[config.mk]
export PLATFORM = sky130hd
export DESIGN_NAME = unidade_es
export DESIGN_NICKNAME = d
export VERILOG_FILES = /design/src/rtl/unidade_es_pkg.sv /design/src/rtl/filtro_botao.sv /design/src/rtl/unidade_es.sv
export SDC_FILE = /design/constraint.sdc
export NUM_CORES = 1
export LEC_CHECK = 0
export CORE_MARGIN = 2
export CORE_UTILIZATION = 39
export DETAILED_ROUTE_END_ITERATION = 10
export PLACE_DENSITY = 0.83
export SLEW_MARGIN = 10
export SYNTH_ARGS = -nofsm -noshare
export SYNTH_HDL_FRONTEND = slang
export SYNTH_HIERARCHICAL = 1
export SYNTH_SLANG_ARGS = --single-unit
[constraint.sdc]
create_clock -name clock -period 2.2 [get_ports clock]
set_input_delay 0.22 -clock clock [delete_from_list [all_inputs] [get_ports clock]]
set_output_delay 0.22 -clock clock [all_outputs]
set_load 0.005 [all_outputs]
[src/rtl/unidade_es_pkg.sv]
// Shared types and constants for the I/O responder.
// State encoding and debounce counter sizing.
package unidade_es_pkg;

  localparam int LARGURA_DADO = 32;

  typedef enum logic [1:0] {
    OCIOSO       = 2'd0,
    ESPERA_BOTAO = 2'd1,
    CAPTURA      = 2'd2,
    PARADO       = 2'd3
  } estado_t;

  function automatic int largura_filtro(input int ciclos);
    return (ciclos < 1) ? 1 : $clog2(ciclos + 1);
  endfunction

endpackage

[src/rtl/filtro_botao.sv]
// Button synchronizer, stability filter and press detection.
// Emits the debounced level and a one-cycle rising-edge pulse.
module filtro_botao
  import unidade_es_pkg::*;
#(
  parameter int DEBOUNCE_CICLOS = 1000
) (
  input  logic clock_i,
  input  logic reset_i,
  input  logic botao_i,
  output logic nivel_o,
  output logic pressao_o
);

  localparam int W = largura_filtro(DEBOUNCE_CICLOS);
  localparam logic [W-1:0] LIMITE = W'(DEBOUNCE_CICLOS - 1);

  logic         sinc1_q, sinc2_q;
  logic         nivel_q, nivel_d;
  logic         pressao_q, pressao_d;
  logic [W-1:0] cont_q, cont_d;

  // Level only follows the input after it has disagreed long enough.
  always_comb begin
    nivel_d   = nivel_q;
    pressao_d = 1'b0;
    cont_d    = '0;
    if (sinc2_q != nivel_q) begin
      if (cont_q >= LIMITE) begin
        nivel_d   = sinc2_q;
        pressao_d = sinc2_q;
      end else begin
        cont_d = cont_q + W'(1);
      end
    end
  end

  // Synchronizer and filter state.
  always_ff @(posedge clock_i) begin
    if (reset_i) begin
      sinc1_q   <= 1'b0;
      sinc2_q   <= 1'b0;
      nivel_q   <= 1'b0;
      pressao_q <= 1'b0;
      cont_q    <= '0;
    end else begin
      sinc1_q   <= botao_i;
      sinc2_q   <= sinc1_q;
      nivel_q   <= nivel_d;
      pressao_q <= pressao_d;
      cont_q    <= cont_d;
    end
  end

  assign nivel_o   = nivel_q;
  assign pressao_o = pressao_q;

endmodule

[src/rtl/unidade_es.sv]
// I/O responder: IN stall/capture, OUT display latch, HLT park.
// Define QUANTUM_EN to build the scheduler quantum counter.
module unidade_es
  import unidade_es_pkg::*;
#(
  parameter int LARGURA_CHAVES  = 16,
  parameter int DEBOUNCE_CICLOS = 1000,
  parameter int LARGURA_QUANTUM = 32
) (
  input  logic                      clock,
  input  logic                      reset,
  input  logic                      escreverIn,
  input  logic                      escreverOut,
  input  logic                      escreverQuantum,
  input  logic                      halt,
  input  logic [31:0]               dadoOut,
  input  logic [LARGURA_CHAVES-1:0] chaves,
  input  logic                      botao,
  output logic [31:0]               dadoIn,
  output logic                      pausa,
  output logic [31:0]               display,
  output logic                      esperandoEntrada,
  output logic                      parado,
  output logic                      trocaContexto
);

  estado_t                 estado_q, estado_d;
  logic [LARGURA_DADO-1:0] dadoIn_q, dadoIn_d;
  logic [LARGURA_DADO-1:0] display_q, display_d;
  logic                    pressao;
  logic                    nivel_unused;

  filtro_botao #(
    .DEBOUNCE_CICLOS(DEBOUNCE_CICLOS)
  ) u_filtro (
    .clock_i  (clock),
    .reset_i  (reset),
    .botao_i  (botao),
    .nivel_o  (nivel_unused),
    .pressao_o(pressao)
  );

  // Stall is combinational so IN/HLT hold the core in their first cycle.
  assign pausa = ((estado_q == OCIOSO) & (escreverIn | halt))
               | (estado_q == ESPERA_BOTAO)
               | (estado_q == PARADO);

  // Next state, capture and display update.
  always_comb begin
    estado_d  = estado_q;
    dadoIn_d  = dadoIn_q;
    display_d = display_q;
    unique case (estado_q)
      OCIOSO: begin
        if (halt) begin
          estado_d = PARADO;
        end else if (escreverIn) begin
          estado_d = ESPERA_BOTAO;
        end else if (escreverOut) begin
          display_d = dadoOut;
        end
      end
      ESPERA_BOTAO: begin
        if (pressao) begin
          dadoIn_d = LARGURA_DADO'(chaves);
          estado_d = CAPTURA;
        end
      end
      CAPTURA: estado_d = OCIOSO;
      PARADO:  estado_d = PARADO;
    endcase
  end

  // Architectural state of the responder.
  always_ff @(posedge clock) begin
    if (reset) begin
      estado_q  <= OCIOSO;
      dadoIn_q  <= '0;
      display_q <= '0;
    end else begin
      estado_q  <= estado_d;
      dadoIn_q  <= dadoIn_d;
      display_q <= display_d;
    end
  end

  assign dadoIn           = dadoIn_q;
  assign display          = display_q;
  assign esperandoEntrada = (estado_q == ESPERA_BOTAO);
  assign parado           = (estado_q == PARADO);

`ifdef QUANTUM_EN
  logic [LARGURA_QUANTUM-1:0] quantum_q, quantum_d;
  logic [LARGURA_QUANTUM-1:0] contq_q, contq_d;
  logic                       troca_q, troca_d;
  logic                       carga;

  assign carga = (estado_q == OCIOSO) & escreverQuantum;

  // Load wins over countdown; expiry reloads and pulses once.
  always_comb begin
    quantum_d = quantum_q;
    contq_d   = contq_q;
    troca_d   = 1'b0;
    if (carga) begin
      quantum_d = dadoOut[LARGURA_QUANTUM-1:0];
      contq_d   = dadoOut[LARGURA_QUANTUM-1:0];
    end else if (!pausa && contq_q != '0) begin
      if (contq_q == LARGURA_QUANTUM'(1)) begin
        contq_d = quantum_q;
        troca_d = 1'b1;
      end else begin
        contq_d = contq_q - LARGURA_QUANTUM'(1);
      end
    end
  end

  // Quantum register, countdown and expiry pulse.
  always_ff @(posedge clock) begin
    if (reset) begin
      quantum_q <= '0;
      contq_q   <= '0;
      troca_q   <= 1'b0;
    end else begin
      quantum_q <= quantum_d;
      contq_q   <= contq_d;
      troca_q   <= troca_d;
    end
  end

  assign trocaContexto = troca_q;
`else
  logic qtm_unused;
  assign qtm_unused    = escreverQuantum;
  assign trocaContexto = 1'b0;
`endif

endmodule

==> flow_summary.ini, run 1 <==
[power]
comb_power_share_pct = 17.9
pwr-share-seq_pct = 43.9
power-per-cell-area_nw_per_um2 = 742
p_sw_share_pct = 23.7
finalPower_uw = 2840
p_sw_uw = 674
power.internal_uw = 2160
p_leak_uw = 0.00133
power_frac_clock_pct = 38.2
ir_drop_mv = 0.457

[sta]
finalCriticalPeriod_ns = 1.90
setup-tns-final_ns = 0
slew_violations = 0
slew_headroom_pct = 56.7
setup_viol = 0
finalClockSkew_ns = 0.00772
hold_viol = 0
finalCritPeriodShare_pct = 86.6
fmax_ghz = 0.525
rsz0062_at_grt = false
max_slew.worst_pin.slew_ns = 0.649

[cts]
cts_setup_buffers = 0
cts.sinks = 64
cts_buffers = 9
cts.clk_slew.worst_paths_ns = 0.07
cts-root-buf = clkbuf_8
cts_tree = done
h-tree-depth = 3
clkLatencyLatePin_ns = 0.33
ctsHoldBuffers = 0
cts_resized = 0
clock_path_buffers = 2

[floorplanning]
die_h_um = 85.6
fp.dieW_um = 85.6
initial_core_util_pct = 40.7
fp.coreArea_um2 = 6390
dieArea_um2 = 7330
ios = 123
placementRows = 29

[yosys]
synth_top_area_share_pct = 49.3
synth_area_um2 = 2600
ys_seq_area_share_pct = 49.3
syn_avg_cell_area_um2 = 8.24
synth.most_common_cell = nand2_1
netlist_top_cells_area = dfxtp_1 (49%), nand2_1 (15%), a21oi_1 (9.3%), buf_4 (5.8%), ha_1 (2.4%)
synthArstFlopShare_pct = 0
synth_common_cells = nand2_1 (105), dfxtp_1 (64), a21oi_1 (48), buf_4 (20), nor2_1 (8)
yosysTopAreaCell = dfxtp_1
synth_cell_types = 39
synth-main-ff-cell = dfxtp_1
synthCells = 315
yosys_warnings = 6
synth-seq-cells = 64
synth_edf_count = 0

[worst_setup_path]
worst_ep_required_time_ns = 1.98
r2r_cells = 6
start_kind = flop
rr_endpoint = display[18]
worstPathArrival_ns = 1.68
timing.rr.start = estado_q[1]
crit_start = estado_q[1]
path_class = reg -> out
critPathMaxFanout = 6
rrSetupSlack_ns = 0.53
cp-endpoint = pausa
critPathCaptureType = primary output

[route]
wl_met1_um = 2670
drtPass1Iterations = 4
drc_errors = 0
wl_per_cell_um = 12.8
highest_layer = met4
drtAntennaViolNets = 0
dr_wl_met2_um = 3160
drt_iter0_markers = 146
num_vias = 2395
wl_um = 6380
viasPerCell = 4.80
wl_met3_um = 376

[place]
hpwl_um = 4560
port_buffers = 104
gp_congestion = 0.805

[run_status]
status = completed

[worst_hold_path]
hold_class = in -> reg
worstHoldPathCells = 2

[global_route]
first_global_vias = 2279
grt_pass1_wl_um = 10200
overflow = 0
antenna_found_initial = 0
grt_max_degree = 34
grt_usage_pct = 17.3

[finish]
area_delta_synth_final_pct = 47.3
n_antenna_cell = 0
fin_nets = 477
drive_gt1_share_pct = 6.64

[flow_run]
maxCapViolCount = 0
-- critical path: stages, from the launching register on --
cell and delay [ns]:
dfxtp_1 0.32, inv_1 0.10, ha_1 0.24, o21ai_0 0.11, nand2_1 0.07, clkdlybuf4s50_1 0.50
-- registers in the layout, summed over array words and instances (netlist names) --
name                cells
u_filtro/cont_q        10
display                32
estado_q                2
u_filtro/nivel_o        1
dadoIn                 16
u_filtro/pressao_o      1
u_filtro/sinc1_q        1
u_filtro/sinc2_q        1
-- per-layer routing --
metal	GRT usage [%]	up-vias
met1	19.7	1100
met5	0	-
met3	3.56	16
met4	9.38	0
met2	30.3	78
li1	-	1201
-- per-stage QoR --
| stage | hold slack (ns) | cells | util (%) | worst slack [ns] | area, µm² |
|---|---|---|---|---|---|
| after floorplan | 0.292 | 331 | - | 0.795 | 2660 |
| after global placement | 0.422 | 483 | 56.5 | 0.450 | 3610 |
| after detailed placement | 0.425 | 483 | 56.5 | 0.418 | 3610 |
| after CTS | 0.398 | 499 | 59.9 | 0.276 | 3820 |
| after global routing | 0.426 | 499 | 59.9 | 0.169 | 3820 |
| final | 0.404 | 499 | 59.9 | 0.296 | 3820 |
-- placed cells by master, fill, tap and decap left out, types with 2 or more instances in the layout --
cell	Yosys	routed
nor2_1	8	8
o211ai_1	2	2
inv_1	7	7
a21oi_2	4	4
buf_4	20	4
clkbuf_8	0	10
a21oi_1	48	48
nand2_1	105	105
bufinv_16	0	2
nor3b_1	2	2
conb_1	1	17
xor2_1	2	2
dfxtp_1	64	64
ha_1	5	5
clkbuf_1	6	3
o21ai_0	4	4
nand4_1	2	2
nor2b_1	3	3
or3_1	5	5
nand2b_1	2	2
clkdlybuf4s50_1	0	103
-- worst min-delay path by stage --
| stage | start | endpoint | slack, ns |
|---|---|---|---|
| 6_report | reset | u_filtro/sinc1_q | 0.40 |
| 5_1_grt | dadoOut[23] | display[23] | 0.43 |
| 4_1_cts | reset | u_filtro/sinc2_q | 0.40 |
| 3_5_place_dp | u_filtro/sinc1_q | u_filtro/sinc2_q | 0.42 |
| 3_3_place_gp | u_filtro/sinc1_q | u_filtro/sinc2_q | 0.42 |
| 2_1_floorplan | reset | u_filtro/sinc1_q | 0.29 |
-- layout make-up --
type	count	area, µm²
Clock buffer	13	149
Clock inverter	3	65.1
Fill cell	581	2560
Inverter	7	26.3
Multi-Input combinational cell	226	1120
Sequential cell	64	1280
Tap cell	77	96.3
Timing Repair Buffer	109	1090
-- power by group through the flow --
stage,combinational [µW],clock (µW),sequential [µW]
after global routing,566,1160,1250
after floorplan,260,0,1270
after detailed placement,503,0,1270
after CTS,511,1110,1250
final,507,1080,1250
after global placement,488,0,1270
-- cell families (layout without fill, tap and decap cells) --
logic type / Yosys count / count (layout) / share of synthesized area, %
buf+inv: 41 / 132 / 9.83
mux: 1 / 1 / 0.386
simple gates: 134 / 134 / 22.0
other cells: 1 / 17 / 0.144
compound gates: 66 / 66 / 14.8
fa+ha+maj: 5 / 5 / 2.41
flops: 64 / 64 / 49.3
xor+xnor: 3 / 3 / 1.01
Note: power is estimated with default switching activity, not from simulation.
==> run 2: changes to the inputs <==
--- a/config.mk
+++ b/config.mk
@@ -5,6 +5,7 @@
 export SDC_FILE = /design/constraint.sdc
 export NUM_CORES = 1
 export LEC_CHECK = 0
+export ABC_CLOCK_PERIOD_IN_PS = 2200
 export CORE_MARGIN = 2
 export CORE_UTILIZATION = 39
 export DETAILED_ROUTE_END_ITERATION = 10
==> results of run 2 <==
The final DEF is identical to that of run 1; final timing and power are the same.
